`src/rtl/fetch_stage_if.sv`:
```
// Instruction-memory request/response channel between the fetch stage and imem.
// A request transfers on a cycle where Fo_imemReq && Fi_imemReady; its single response arrives later as a one-cycle Fi_imemRvalid pulse with Fi_imemRdata.
interface fetch_stage_if;
    logic        Fo_imemReq;
    logic [31:0] Fo_imemAddr;
    logic        Fi_imemReady;
    logic        Fi_imemRvalid;
    logic [31:0] Fi_imemRdata;

    modport master (
        output Fo_imemReq,
        output Fo_imemAddr,
        input  Fi_imemReady,
        input  Fi_imemRvalid,
        input  Fi_imemRdata
    );

    modport slave (
        input  Fo_imemReq,
        input  Fo_imemAddr,
        output Fi_imemReady,
        output Fi_imemRvalid,
        output Fi_imemRdata
    );
endinterface

```
`src/rtl/fetch_stage.sv`:
```
// RV32I instruction-fetch stage: owns the PC, keeps one imem request in flight,
// applies E/D redirects and drives the F/D pipeline register.
module fetch_stage #(
    parameter logic [31:0] RESET_PC  = 32'h0000_0000,
    parameter logic [31:0] NOP_INSTR = 32'h0000_0013
) (
    input  logic         clk,
    input  logic         reset_x,
    input  logic         Fi_stall,
    input  logic         Di_stall,
    input  logic         Di_flush,
    input  logic         Ei_redirect,
    input  logic [31:0]  Ei_targetPC,
    input  logic         Di_jal,
    input  logic [31:0]  Di_jalTarget,
    fetch_stage_if.master imem,
    output logic [31:0]  Do_instr,
    output logic [31:0]  Do_pc,
    output logic [31:0]  Do_pcPlus4,
    output logic         Do_valid,
    output logic [1:0]   state_dbg
);

    typedef enum logic [1:0] {
        S_REQ     = 2'd0,
        S_WAIT    = 2'd1,
        S_DISCARD = 2'd2,
        S_HOLD    = 2'd3
    } state_t;

    state_t      state, state_next;
    logic [31:0] pc, pc_next;
    logic [31:0] hold_instr, hold_pc;
    logic        hold_load;
    logic        fetch_req;
    logic        deliver;
    logic [31:0] deliver_instr, deliver_pc;

    // E-stage redirect is older in program order, so it overrides a D-stage jal.
    logic        redirect;
    logic [31:0] target;
    assign redirect = Ei_redirect | Di_jal;
    assign target   = Ei_redirect ? Ei_targetPC : Di_jalTarget;

    assign imem.Fo_imemReq  = fetch_req;
    assign imem.Fo_imemAddr = {pc[31:2], 2'b00};
    assign state_dbg        = state;

    always_ff @(posedge clk or negedge reset_x) begin
        if (!reset_x) begin
            state      <= S_REQ;
            pc         <= RESET_PC;
            hold_instr <= NOP_INSTR;
            hold_pc    <= RESET_PC;
        end else begin
            state <= state_next;
            pc    <= pc_next;
            if (hold_load) begin
                hold_instr <= imem.Fi_imemRdata;
                hold_pc    <= pc;
            end
        end
    end

    always_comb begin
        state_next = state;
        pc_next    = pc;
        hold_load  = 1'b0;
        case (state)
            S_REQ: begin
                if (redirect)
                    pc_next = target;
                if (fetch_req && imem.Fi_imemReady)
                    state_next = redirect ? S_DISCARD : S_WAIT;
            end
            S_WAIT: begin
                if (imem.Fi_imemRvalid) begin
                    if (redirect) begin
                        pc_next    = target;
                        state_next = S_REQ;
                    end else if (!Di_stall) begin
                        pc_next    = pc + 32'd4;
                        state_next = S_REQ;
                    end else begin
                        hold_load  = 1'b1;
                        state_next = S_HOLD;
                    end
                end else if (redirect) begin
                    pc_next    = target;
                    state_next = S_DISCARD;
                end
            end
            S_DISCARD: begin
                // The stale response must drain before a new request may issue.
                if (redirect)
                    pc_next = target;
                if (imem.Fi_imemRvalid)
                    state_next = S_REQ;
            end
            S_HOLD: begin
                if (redirect) begin
                    pc_next    = target;
                    state_next = S_REQ;
                end else if (!Di_stall) begin
                    pc_next    = pc + 32'd4;
                    state_next = S_REQ;
                end
            end
            default: state_next = S_REQ;
        endcase
    end

    always_comb begin
        fetch_req     = reset_x && (state == S_REQ) && !Fi_stall;
        deliver       = 1'b0;
        deliver_instr = imem.Fi_imemRdata;
        deliver_pc    = pc;
        case (state)
            S_WAIT: deliver = imem.Fi_imemRvalid && !redirect && !Di_stall;
            S_HOLD: begin
                deliver       = !redirect && !Di_stall;
                deliver_instr = hold_instr;
                deliver_pc    = hold_pc;
            end
            default: deliver = 1'b0;
        endcase
    end

    // F/D register: flush beats stall beats delivery; otherwise a bubble.
    always_ff @(posedge clk or negedge reset_x) begin
        if (!reset_x) begin
            Do_instr   <= NOP_INSTR;
            Do_pc      <= 32'd0;
            Do_pcPlus4 <= 32'd0;
            Do_valid   <= 1'b0;
        end else if (Di_flush) begin
            Do_valid <= 1'b0;
            Do_instr <= NOP_INSTR;
        end else if (!Di_stall) begin
            if (deliver) begin
                Do_instr   <= deliver_instr;
                Do_pc      <= deliver_pc;
                Do_pcPlus4 <= deliver_pc + 32'd4;
                Do_valid   <= 1'b1;
            end else begin
                Do_valid <= 1'b0;
                Do_instr <= NOP_INSTR;
            end
        end
    end

endmodule

```
`src/flat_wrapper.sv`:
```
// flat-port wrapper written by rule: the top's interface ports become plain ports
module fetch_stage_flat 
#(
    parameter logic [31:0] RESET_PC  = 32'h0000_0000,
    parameter logic [31:0] NOP_INSTR = 32'h0000_0013
)
  (clk, reset_x, Fi_stall, Di_stall, Di_flush, Ei_redirect, Ei_targetPC, Di_jal, Di_jalTarget, Do_instr, Do_pc, Do_pcPlus4, Do_valid, state_dbg, imem_Fo_imemReq, imem_Fo_imemAddr, imem_Fi_imemReady, imem_Fi_imemRvalid, imem_Fi_imemRdata);
  fetch_stage_if imem_i ();
  input  logic clk;
  input  logic reset_x;
  input  logic Fi_stall;
  input  logic Di_stall;
  input  logic Di_flush;
  input  logic Ei_redirect;
  input  logic [31:0] Ei_targetPC;
  input  logic Di_jal;
  input  logic [31:0] Di_jalTarget;
  output logic [31:0] Do_instr;
  output logic [31:0] Do_pc;
  output logic [31:0] Do_pcPlus4;
  output logic Do_valid;
  output logic [1:0] state_dbg;
  output wire logic [$bits(imem_i.Fo_imemReq)-1:0] imem_Fo_imemReq;
  output wire logic [$bits(imem_i.Fo_imemAddr)-1:0] imem_Fo_imemAddr;
  input wire logic [$bits(imem_i.Fi_imemReady)-1:0] imem_Fi_imemReady;
  input wire logic [$bits(imem_i.Fi_imemRvalid)-1:0] imem_Fi_imemRvalid;
  input wire logic [$bits(imem_i.Fi_imemRdata)-1:0] imem_Fi_imemRdata;
  assign imem_Fo_imemReq = imem_i.Fo_imemReq;
  assign imem_Fo_imemAddr = imem_i.Fo_imemAddr;
  assign imem_i.Fi_imemReady = imem_Fi_imemReady;
  assign imem_i.Fi_imemRvalid = imem_Fi_imemRvalid;
  assign imem_i.Fi_imemRdata = imem_Fi_imemRdata;
  fetch_stage #(.RESET_PC(RESET_PC), .NOP_INSTR(NOP_INSTR)) u_core (.clk(clk), .reset_x(reset_x), .Fi_stall(Fi_stall), .Di_stall(Di_stall), .Di_flush(Di_flush), .Ei_redirect(Ei_redirect), .Ei_targetPC(Ei_targetPC), .Di_jal(Di_jal), .Di_jalTarget(Di_jalTarget), .imem(imem_i), .Do_instr(Do_instr), .Do_pc(Do_pc), .Do_pcPlus4(Do_pcPlus4), .Do_valid(Do_valid), .state_dbg(state_dbg));
endmodule
```
`config.mk`:
```
export PLATFORM = sky130hd
export DESIGN_NAME = fetch_stage_flat
export DESIGN_NICKNAME = d
export VERILOG_FILES = /design/src/rtl/fetch_stage_if.sv /design/src/rtl/fetch_stage.sv /design/src/flat_wrapper.sv
export SDC_FILE = /design/constraint.sdc
export NUM_CORES = 1
export LEC_CHECK = 0
export ABC_AREA = 1
export CORE_ASPECT_RATIO = 0.9
export CORE_MARGIN = 10
export CORE_UTILIZATION = 46
export CTS_BUF_LIST = sky130_fd_sc_hd__clkbuf_16
export DETAILED_ROUTE_END_ITERATION = 6
export PLACE_DENSITY = 0.85
export REMOVE_ABC_BUFFERS = 1
export SYNTH_ARGS = -nofsm -noshare
export SYNTH_HDL_FRONTEND = slang
export SYNTH_SLANG_ARGS = --single-unit
export TNS_END_PERCENT = 100
```
`constraint.sdc`:
```
create_clock -name clk -period 1.95 [get_ports clk]
set_clock_uncertainty 0.05 [all_clocks]
set_input_delay 0.585 -clock clk [delete_from_list [all_inputs] [get_ports clk]]
set_output_delay 0.585 -clock clk [all_outputs]
set_load 0.01 [all_outputs]
```
After elaboration in Yosys (flattened, before gate mapping)
Cells that the tools add are included.
{"block": "word_totals", "regBits": 195, "inputBits": 105}
{"block": "op_classes", "add_sub_neg": 2, "n_eq_ne": 8, "mux": 29, "bitwise_logic": 3, "reduce_logical": 13}
{"operator": "$mux 32", "count": 10}
{"operator": "$pmux 32 s3", "count": 1}
{"operator": "$add 32x3->32 const B", "count": 2}
{"operator": "$mux 2", "count": 9}
{"operator": "$pmux 2 s4", "count": 1}
{"operator": "$mux 1", "count": 7}
{"operator": "$logic_and 1x1->1", "count": 6}
{"operator": "$ne 3x2->1 const B", "count": 2}
{"operator": "$eq 2x2->1 const B", "count": 2}
{"operator": "$ne 2x1->1 const B", "count": 2}
{"operator": "$reduce_and 4->1", "count": 1}
{"operator": "$logic_not 1->1", "count": 3}
{"operator": "$reduce_and 3->1", "count": 1}
{"operator": "$eq 2x1->1 const B", "count": 1}
{"operator": "$logic_not 2->1", "count": 1}
{"operator": "$ne 2x2->1 const B", "count": 1}
{"operator": "$not 1->1", "count": 2}
{"operator": "$pmux 1 s2", "count": 1}
{"operator": "$reduce_or 2->1", "count": 1}
{"operator": "$or 1x1->1", "count": 1}

Logic depth before layout (Yosys ltp)
Gate-level depths: netlist of run 1.
{"block": "logic_depth", "ltp_word": 8, "ltp_mapped": 15}

Worst setup path before layout of run 1
OpenSTA, ideal clock, no wires.
{"block": "synth_timing", "path_kind": "register -> register", "from": "register u_core.state[0], in the netlist u_core.state_dbg[0]", "to": "register u_core.Do_pcPlus4[18]", "setup_ns": 0.127, "arrival_time_ns": 1.777, "slack_ns": -0.004, "stages_incl_launch_ff": 14, "n_path_buf": 2, "period_less_slack_ns": 1.954, "path_cell_list": "dfrtp_1 buf_6 nand2_4 buf_6 nand2_1 nand2_2 ha_1 nand3_1 inv_1 nand2_2 nor2_8 nand2_2 nand3_1 o211ai_2"}
{"block": "synth_via", "elab_chain_len": 3}
{"element": "from (decl)", "line_no": "fetch_stage.sv:31", "text": "state_t state, state_next;"}
{"element": "from (signal assigned)", "line_no": "fetch_stage.sv:56", "text": "state <= state_next;"}
{"element": "$eq 2x2->1", "line_no": "fetch_stage.sv:118", "text": "case (state)"}
{"element": "$mux 32", "line_no": "fetch_stage.sv:118"}
{"element": "net u_core.deliver_pc[3]", "line_no": "fetch_stage.sv:37", "text": "logic [31:0] deliver_instr, deliver_pc;"}
{"element": "$add 32x3->32", "line_no": "fetch_stage.sv:143", "text": "Do_pcPlus4 <= deliver_pc + 32'd4;"}
{"element": "to (signal assigned)", "line_no": "fetch_stage.sv:143"}
{"element": "to (decl)", "line_no": "fetch_stage.sv:19", "text": "output logic [31:0] Do_pcPlus4,"}
The timed path passes the listed nets, and every way through them passes these cells.
A chain may end at the register's enable or synchronous reset.

Worst setup path in the final report of run 1
{"block": "layout_timing", "from": "register u_core.state[1], in the netlist u_core.state_dbg[1]", "to": "register u_core.Do_pcPlus4[23]"}
{"block": "layout_via", "elab_chain_len": 3}
{"element": "$eq 2x2->1 or $eq 2x1->1 (tied branches)", "line_no": "fetch_stage.sv:118"}
{"element": "$mux 32 or $pmux 1 s2 (tied branches)", "line_no": "fetch_stage.sv:118"}
{"element": "$add 32x3->32 or $reduce_and 3->1 (tied branches)"}
Several ways; a longest one is shown, not always the timed one.

==> results.json, run 1 <==
{
  "run_status": "finished, violations left",
  "violations": "negative setup slack",
  "drt_first_pass_iters": 6,
  "min_period_ns": 2.18,
  "final_hold_viol_count": 0,
  "finalNetCount": 1911,
  "area_growth_pct": 56.2,
  "cts_root_buffer": "clkbuf_16",
  "p_per_area_nw_per_um2": 1030,
  "finalCritPeriodShare_pct": 112,
  "coreArea_sq_um": 22700,
  "ys_ff_latch": 193,
  "critical_path.max_fanout": 7,
  "setup_viol": 82,
  "clock-sinks": 193,
  "worst-r2r-cell-count": 15,
  "hold_class": "input port to asynchronous set/reset pin",
  "fin_cells": 2115,
  "fin_ws_ns": -0.229,
  "drc": 0,
  "cts_tree": "built",
  "ys.flop_type": "dfrtp_1",
  "fmax_mhz": 459,
  "tightest_slew_ns": 0.867,
  "place.gp.congestion": 0.970,
  "synth.avg_cell_area_sq_um": 7.49,
  "clock_latency_ns": 0.44,
  "synth-edff-count": 0,
  "worstSetupStartpointType": "flip-flop",
  "slew_violations": 0,
  "grt_max_degree": 125,
  "grt_first_pass_wirelength_microns": 62300,
  "fp.dieArea_sq_um": 29800,
  "whs_ns": 0.275,
  "dp_hpwl_microns": 27400,
  "vias_per_cell": 5.77,
  "dpl.cell_count": 2009,
  "antenna_found_initial": 2,
  "leakage_nw": 8.24,
  "num_io_pins": 237,
  "htree_levels": 4,
  "numCtsBuffers": 17,
  "first_iter_violations": 1486,
  "cp-end-kind": "flip-flop",
  "synthCells": 1428,
  "die_h_microns": 165,
  "ys_async_sr_fraction_pct": 100,
  "rrSetupSlack_ns": -0.23,
  "drv_cap": 0,
  "worst_r2r_startpoint": "u_core.state_dbg[1]$_DFFE_PN0P_",
  "track_usage_pct": 25.8,
  "r2r-end": "u_core.Do_pcPlus4[23]$_DFFE_PN0P_",
  "vdd_drop_max_v": 0.000641,
  "vias": 12198,
  "yosysSeqAreaShare_pct": 45.2,
  "row_count": 52,
  "grt_pass1_vias": 11614,
  "power_mw": 17.2,
  "drive_gt1_share_pct": 29.8,
  "wirelength_microns": 43000,
  "ctsLongestPathBuffers": 2,
  "path_class": "flip-flop to flip-flop",
  "yosysWarnings": 0,
  "hold_buffers": 0,
  "syn_area_sq_um": 10700,
  "grt_overflow": 0,
  "die-width_microns": 181,
  "drtAntennaViolNets": 0,
  "cp.arrival_ns": 2.46,
  "pre_cts_slack_ns": -0.445,
  "initial_utilization_pct": 47.1,
  "clk_pin_slew_ns": 0.08,
  "rsz0062_at_grt": "true",
  "critPathRequiredTime_ns": 2.23,
  "io_buffers": 234,
  "wl_per_cell_microns": 20.4,
  "maxSlewHeadroom_pct": 42.2,
  "synthDistinctLibCells": 48
}
[placed cells by master (no fill, tap or decap), types with 30 or more instances in the layout]
master / n
buf_4: 153
dlygate4sd2_1: 125
nor2_2: 30
a21oi_1: 30
dfrtp_1: 171
clkdlybuf4s50_1: 99
nand2_1: 375
nor2_4: 41
nand3_1: 75
nand2_4: 33
nor2_1: 73
o21ai_0: 118
nand2_2: 51
inv_1: 91
[worst max path at each step]
stage | startpoint | to | depth (start not counted)
after global routing | u_core.state_dbg[1]$_DFFE_PN0P_ | u_core.Do_pcPlus4[28]$_DFFE_PN0P_ | 16
after detailed placement | Ei_redirect | u_core.hold_instr[30]$_DFFE_PN0P_ | 8
final | u_core.state_dbg[1]$_DFFE_PN0P_ | u_core.Do_pcPlus4[23]$_DFFE_PN0P_ | 15
after global placement | Ei_redirect | u_core.hold_instr[13]$_DFFE_PN0P_ | 9
after floorplan | u_core.state_dbg[0]$_DFFE_PN0P_ | u_core.Do_pc[17]$_DFFE_PN0P_ | 8
after CTS | u_core.state_dbg[0]$_DFFE_PN0P_ | u_core.Do_pcPlus4[0]$_DFFE_PN0P_ | 14
[cells in the mapped netlist, drive strengths merged, types with 2 or more instances]
library cell / n / area [sq um]
o221ai: 3 / 26.3
ha: 2 / 25.0
xor2: 6 / 52.6
nor3: 17 / 85.1
mux2: 9 / 101
inv: 103 / 387
a21oi: 37 / 185
o31ai: 2 / 15.0
nor2: 146 / 651
nor4: 3 / 18.8
o21ai: 161 / 810
a31oi: 9 / 56.3
o211ai: 10 / 90.1
mux2i: 2 / 20.0
buf: 69 / 472
nand3: 107 / 551
clkbuf: 34 / 128
dfrtp: 187 / 4680
dfstp: 6 / 158
nand3b: 13 / 97.6
nand4: 22 / 138
o21a: 5 / 37.5
nand2: 461 / 1810
o22ai: 3 / 18.8
[layout make-up]
class | instances | area (sq um)
fillers | 1527 | 6000
inverters | 104 | 407
repair buffers | 459 | 4570
well taps | 297 | 372
clock inverters | 15 | 169
flip-flops and latches | 193 | 4860
diodes | 1 | 2.50
clock buffers | 17 | 425
multi-input cells | 1029 | 5900
[registers in the layout, summed over array words and instances, names as in the netlist]
signal             count
u_core.Do_valid        1
u_core.pc             32
u_core.Do_pcPlus4     32
u_core.hold_pc        32
u_core.Do_pc          30
u_core.hold_instr     32
u_core.Do_instr       32
u_core.state_dbg       2
[critical path, stage by stage (launching register included)]
cell and delay [ns]:
dfrtp_2 0.42, buf_6 0.14, nand2_8 0.10, buf_12 0.12
buf_12 0.12, nand2_1 0.06, nand2_2 0.13, nand2_2 0.11
inv_2 0.08, nand2_2 0.08, nor2_4 0.18, nand2_2 0.11
nor2_4 0.14, nand2_1 0.07, nand2_1 0.08, nand3_1 0.07
[per-layer routing]
metal	up-vias	part of all wire [%]	GRT usage, %
met5	-	0.016	0
met4	2	4.8	11.9
met3	173	9.7	6.19
met2	824	48	42.8
met1	5826	38	31.4
li1	5373	-	-
[logic make-up (layout without fill, tap and decap cells)]
group	after synthesis	count (layout)	synth area share, %
DFF	193	193	45.2
muxes	11	11	1.14
buffers and inverters	207	595	9.30
other	1	3	0.0351
and+or+nand+nor	773	773	31.6
xor gates and xnor gates	7	7	0.573
adders and majority gates	2	2	0.234
AOI/OAI and AO/OA	234	234	11.9
[metrics by stage]
step / instance area [sq um] / utilization [%] / setup TNS, ns
after floorplan: 10100 / - / -275.65
after global placement: 14100 / 62.1 / -56.29
after detailed placement: 14100 / 62.1 / -64.37
after CTS: 16000 / 70.5 / -2.24
after global routing: 16700 / 73.6 / -12.92
final: 16700 / 73.6 / -7.68
[what timing repair did]
| action | 4_1_cts | 5_1_grt |
|---|---|---|
| cloned | 7 | 6 |
| resized for setup | 384 | 169 |
| setup buffers | 49 | 16 |
| endpoints found under the setup margin | 163 | 124 |
| pin swaps | 55 | 44 |
[where the power goes]
group / total (mW) / internal (mW) / switching, mW
clock: 3.63 / 1.83 / 1.80
sequential: 6.19 / 5.22 / 0.971
combinational: 7.37 / 3.21 / 4.16
Note: power is estimated with default switching activity, not from simulation.
==> run 2: changes to the inputs <==
--- a/config.mk
+++ b/config.mk
@@ -6,12 +6,14 @@
 export NUM_CORES = 1
 export LEC_CHECK = 0
 export ABC_AREA = 1
+export ABC_CLOCK_PERIOD_IN_PS = 1950
 export CORE_ASPECT_RATIO = 0.9
 export CORE_MARGIN = 10
-export CORE_UTILIZATION = 46
+export CORE_UTILIZATION = 58
 export CTS_BUF_LIST = sky130_fd_sc_hd__clkbuf_16
 export DETAILED_ROUTE_END_ITERATION = 6
-export PLACE_DENSITY = 0.85
+export DONT_BUFFER_PORTS = 1
+export PLACE_DENSITY = 0.84
 export REMOVE_ABC_BUFFERS = 1
 export SYNTH_ARGS = -nofsm -noshare
 export SYNTH_HDL_FRONTEND = slang
==> results.json, run 2 (synthesis gave the netlist of run 1 again) <==
{
  "run_status": "finished, violations left",
  "violations": "negative hold slack, negative setup slack",
  "clock_power_share_pct": 22.9,
  "place.gp.congestion": 0.962,
  "p_per_area_nw_per_um2": 1140,
  "vias": 10376,
  "wirelength_microns": 35200,
  "crit_buf_inv": 3,
  "area_growth_pct": 19.8,
  "cp.arrival_ns": 1.38,
  "maxSlewHeadroom_pct": 61.6,
  "switching_share_pct": 39.2,
  "clock-sinks": 193,
  "p_int_mw": 8.86,
  "pre_cts_slack_ns": -0.113,
  "fin_area_sq_um": 12800,
  "critPathTopFamily": "flip-flops",
  "die-width_microns": 163,
  "grt_overflow": 0,
  "path_class": "flip-flop to primary output",
  "num_io_pins": 237,
  "row_count": 47,
  "vdd_drop_max_v": 0.000621,
  "layout_common_cells": "nand2_1 (419), dfrtp_1 (184), buf_4 (140), o21ai_0 (127), nor2_1 (99)",
  "worstPathCellList": "buf_6 > inv_6 > nand2_4 > inv_2 > nand2_2 > nor2_4",
  "nFillCells": 1410,
  "slew_violations": 0,
  "track_usage_pct": 27.6,
  "die_h_microns": 149,
  "leakage_nw": 6.19,
  "grt_first_pass_wirelength_microns": 53500,
  "numCtsBuffers": 17,
  "worstSetupStartpointType": "flip-flop",
  "clock_latency_ns": 0.44,
  "io_buffers": 0,
  "setup_tns_ns": -0.125,
  "fmax_mhz": 497,
  "cts_root_buffer": "clkbuf_16",
  "fin_util_pct": 70.3,
  "critical_path.max_fanout": 4,
  "multi_input_area_sq_um": 5220,
  "drt_first_pass_iters": 6,
  "power_frac_seq_pct": 44.4,
  "dpl.cell_count": 1722,
  "rrSetupSlack_ns": -0.03,
  "finalNetCount": 1617,
  "combPwrFrac_pct": 32.7,
  "drtAntennaViolNets": 0,
  "critical_path.max_stage_delay_ns": 0.46,
  "fp.dieArea_sq_um": 24300,
  "vias_per_cell": 5.87,
  "htree_levels": 4,
  "netSwitchingPower_mw": 5.71,
  "grt_pass1_vias": 9936,
  "drc": 0,
  "wl_per_cell_microns": 19.9,
  "initial_utilization_pct": 58.7,
  "ctsLongestPathBuffers": 2,
  "drv_cap": 0,
  "fin_cells": 1769,
  "cts_tree": "built",
  "cp-end-kind": "primary output",
  "final_common_cell": "nand2_1",
  "drive_gt1_share_pct": 22.0,
  "clk_pin_slew_ns": 0.07,
  "cpMaxStageDelayCell": "dfrtp_2",
  "setup_viol": 6,
  "first_iter_violations": 1157,
  "whs_ns": -0.200,
  "tightest_slew_ns": 0.576,
  "fin_ws_ns": -0.0607,
  "critPathRequiredTime_ns": 1.31,
  "placedInstanceArea_sq_um": 11700,
  "coreArea_sq_um": 18200,
  "min_period_ns": 2.01,
  "finalCritPeriodShare_pct": 103,
  "antenna_found_initial": 0,
  "seq_area_sq_um": 4840,
  "hold_class": "input port to asynchronous set/reset pin",
  "dp_hpwl_microns": 25000,
  "grt_max_degree": 195,
  "final_hold_viol_count": 188,
  "rsz0062_at_grt": "true"
}
==> run 2: metal layers <==
metal | vias to the layer above | wire length [microns] | GRT usage (%) | share of wire (%)
met4 | 0 | 949 | 8.60 | 2.7
met2 | 585 | 16800 | 43.7 | 48
met1 | 4956 | 13900 | 35.9 | 39
li1 | 4762 | - | - | -
met3 | 73 | 3610 | 7.86 | 10
met5 | - | 0 | 0 | 0
==> run 2: power groups by stage <==
stage,clock network [mW],registers (mW),logic [mW]
after floorplan,0,6.29,2.40
after global placement,0,6.45,4.14
after detailed placement,0,6.50,4.27
after CTS,3.37,6.44,4.43
after global routing,3.53,6.60,5.27
final,3.33,6.47,4.77
==> run 2: worst paths after layout <==
kind,startpoint,to,cells after the start
setup reg to reg,u_core.state_dbg[1]$_DFFE_PN0P_,u_core.Do_pcPlus4[23]$_DFFE_PN0P_,11
max in group asynchronous,reset_x,u_core.Do_pcPlus4[8]$_DFFE_PN0P_,0
setup / recovery,u_core.state_dbg[1]$_DFFE_PN0P_,imem_Fo_imemReq,6
hold reg to reg,u_core.hold_instr[4]$_DFFE_PN1P_,u_core.Do_instr[4]$_DFFE_PN1P_,2
hold / removal,reset_x,u_core.hold_instr[3]$_DFFE_PN0P_,0
min in group clk,Di_jalTarget[1],u_core.pc[1]$_DFF_PN0_,2
==> run 2: layout make-up <==
class                   count  area share [%]
well taps                 245            2.39
clock inverters            15           0.928
multi-input cells        1030            40.7
clock buffers              17            3.32
flip-flops and latches    193            37.8
diodes                      1          0.0195
repair buffers            164            11.6
inverters                 104            3.22
==> run 2: stage by stage <==
stage	hold WS, ns	power [mW]
4_1_cts	-0.210	14.2
3_3_place_gp	0.246	10.6
5_1_grt	-0.216	15.4
6_report	-0.200	14.6
2_1_floorplan	0.239	8.69
3_5_place_dp	0.246	10.8
==> run 2: timing repair <==
action,CTS,global route
pin swaps,5,10
cloned,2,3
buffers inserted,3,6
setup endpoints to repair,21,134
hold endpoints to repair,193,193
resized for setup,29,122
==> run 3: changes to the inputs <==
--- a/config.mk
+++ b/config.mk
@@ -14,7 +14,6 @@
 export DETAILED_ROUTE_END_ITERATION = 6
 export DONT_BUFFER_PORTS = 1
 export PLACE_DENSITY = 0.84
-export REMOVE_ABC_BUFFERS = 1
 export SYNTH_ARGS = -nofsm -noshare
 export SYNTH_HDL_FRONTEND = slang
 export SYNTH_SLANG_ARGS = --single-unit
==> results.json, run 3 (synthesis gave the netlist of run 1 again) <==
{
  "run_status": "finished, violations left",
  "violations": "negative hold slack, negative setup slack",
  "clock_power_share_pct": 21.7,
  "p_per_area_nw_per_um2": 1160,
  "num_antenna_cells": 0,
  "worstPathCellList": "buf_6 > nand2_8 > clkbuf_16 > nand2_2 > nand2_2 > nand2_4 > nor2_4 > buf_4 > nor3b_4 > nand2_1 > nand2_1 > nand3_2",
  "layout_common_cells": "nand2_1 (385), dfrtp_1 (183), buf_4 (156), o21ai_0 (141), inv_1 (93)",
  "tightest_slew_ns": 0.586,
  "vias": 11067,
  "grt_overflow": 0,
  "worstSetupStartpointType": "flip-flop",
  "coreArea_sq_um": 18200,
  "seq_area_sq_um": 4840,
  "grt_max_degree": 195,
  "die_h_microns": 149,
  "maxSlewHeadroom_pct": 60.5,
  "fin_ws_ns": -0.120,
  "critical_path.max_fanout": 7,
  "switching_share_pct": 40.6,
  "clk_pin_slew_ns": 0.07,
  "track_usage_pct": 27.2,
  "vias_per_cell": 6.11,
  "antenna_found_initial": 0,
  "placedInstanceArea_sq_um": 11600,
  "cp.arrival_ns": 2.35,
  "drc": 0,
  "finalNetCount": 1660,
  "wl_per_cell_microns": 21.4,
  "dp_hpwl_microns": 24400,
  "cp-end-kind": "flip-flop",
  "drtAntennaViolNets": 0,
  "dpl.cell_count": 1713,
  "whs_ns": -0.200,
  "io_buffers": 0,
  "nFillCells": 1192,
  "grt_pass1_vias": 9772,
  "multi_input_area_sq_um": 5600,
  "drt_first_pass_iters": 6,
  "path_class": "flip-flop to flip-flop",
  "ctsLongestPathBuffers": 2,
  "setup_viol": 58,
  "slew_violations": 0,
  "final_common_cell": "nand2_1",
  "power_mw": 16.0,
  "place.gp.congestion": 0.920,
  "cts_tree": "built",
  "cpMaxStageDelayCell": "dfrtp_1",
  "drv_cap": 0,
  "first_iter_violations": 1799,
  "rsz0062_at_grt": "true",
  "grt_first_pass_wirelength_microns": 52800,
  "numCtsBuffers": 17,
  "vdd_drop_max_v": 0.000700,
  "p_int_mw": 9.51,
  "drive_gt1_share_pct": 28.4,
  "wirelength_microns": 38700,
  "area_growth_pct": 29.5,
  "clock_latency_ns": 0.45,
  "critPathRequiredTime_ns": 2.23,
  "netSwitchingPower_mw": 6.50,
  "critical_path.max_stage_delay_ns": 0.43,
  "combPwrFrac_pct": 37.5,
  "fmax_mhz": 483,
  "fin_area_sq_um": 13900,
  "initial_utilization_pct": 58.7,
  "row_count": 47,
  "final_hold_viol_count": 187,
  "fin_cells": 1811,
  "cts_root_buffer": "clkbuf_16",
  "min_period_ns": 2.07,
  "power_frac_seq_pct": 40.8,
  "num_io_pins": 237,
  "setup_tns_ns": -2.82,
  "pre_cts_slack_ns": -0.131,
  "die-width_microns": 163,
  "clock-sinks": 193,
  "leakage_nw": 6.61,
  "htree_levels": 4,
  "finalCritPeriodShare_pct": 106,
  "fp.dieArea_sq_um": 24300,
  "hold_class": "input port to asynchronous set/reset pin"
}
[run 3: cell types whose count changed in the layout (fill, tap and decap cells not counted), sizes merged]
cell	before	now
clkinv	8	7
buf	160	194
inv	107	109
clkbuf	20	28
clkinvlp	3	2
diode	1	0
bufbuf	1	2
[run 3: critical path: cells and delay by family (launching register included)]
family	cells	cell delay [ns]
buffers and inverters	3	0.47
DFF	1	0.43
and+or+nand+nor	9	1.01
[run 3: final cells by class]
cell class | instances | area share (%)
Clock buffer | 17 | 3.07
Clock inverter | 15 | 0.966
Multi-Input combinational cell | 1030 | 40.4
Timing Repair Buffer | 207 | 15.2
Tap cell | 245 | 2.21
Inverter | 104 | 3.18
Sequential cell | 193 | 35.0
[run 3: metrics by stage]
step / utilization (%) / hold slack (ns)
finish: 76.0 / -0.200
global route: 76.0 / -0.228
CTS: 69.7 / -0.214
detailed placement: 63.7 / 0.249
global placement: 63.7 / 0.249
floorplan: - / 0.239
[run 3: path summary, 6_finish.rpt]
path / slack, ns / from / cells past startpoint / endpoint
hold reg to reg: 0.43 / u_core.hold_instr[6]$_DFFE_PN0P_ / 2 / u_core.hold_instr[6]$_DFFE_PN0P_
setup / recovery: -0.12 / u_core.state_dbg[0]$_DFFE_PN0P_ / 12 / u_core.Do_pcPlus4[23]$_DFFE_PN0P_
hold / removal: -0.20 / reset_x / 0 / u_core.hold_instr[9]$_DFFE_PN0P_
setup reg to reg: -0.12 / u_core.state_dbg[0]$_DFFE_PN0P_ / 12 / u_core.Do_pcPlus4[23]$_DFFE_PN0P_
max in group asynchronous: 1.77 / reset_x / 0 / u_core.Do_instr[4]$_DFFE_PN1P_
min in group clk: 0.23 / imem_Fi_imemRdata[31] / 1 / u_core.hold_instr[31]$_DFFE_PN0P_
[run 3: what timing repair did]
| item | 4_1_cts | 5_1_grt |
|---|---|---|
| endpoints found under the setup margin | 78 | 127 |
| pin swaps | 19 | 61 |
| hold endpoints to repair | 193 | 193 |
| setup buffers | 17 | 33 |
| resized for setup | 86 | 172 |
| gates cloned | 5 | 11 |
[run 3: per-layer routing]
layer / vias to the layer above / global-route usage (%) / share of wire [%]
li1: 4883 / - / -
met3: 166 / 8.64 / 12
met1: 5190 / 36.1 / 38
met2: 828 / 42.4 / 47
met4: 0 / 6.98 / 4.1
met5: - / 0 / 0
[run 3: power groups by stage]
stage	sequential [mW]	combinational, mW	clock, mW
after floorplan	6.11	2.96	0
after global placement	6.44	4.17	0
after detailed placement	6.50	4.31	0
after CTS	6.43	4.85	3.46
after global routing	6.63	6.44	3.63
final	6.53	6.00	3.47
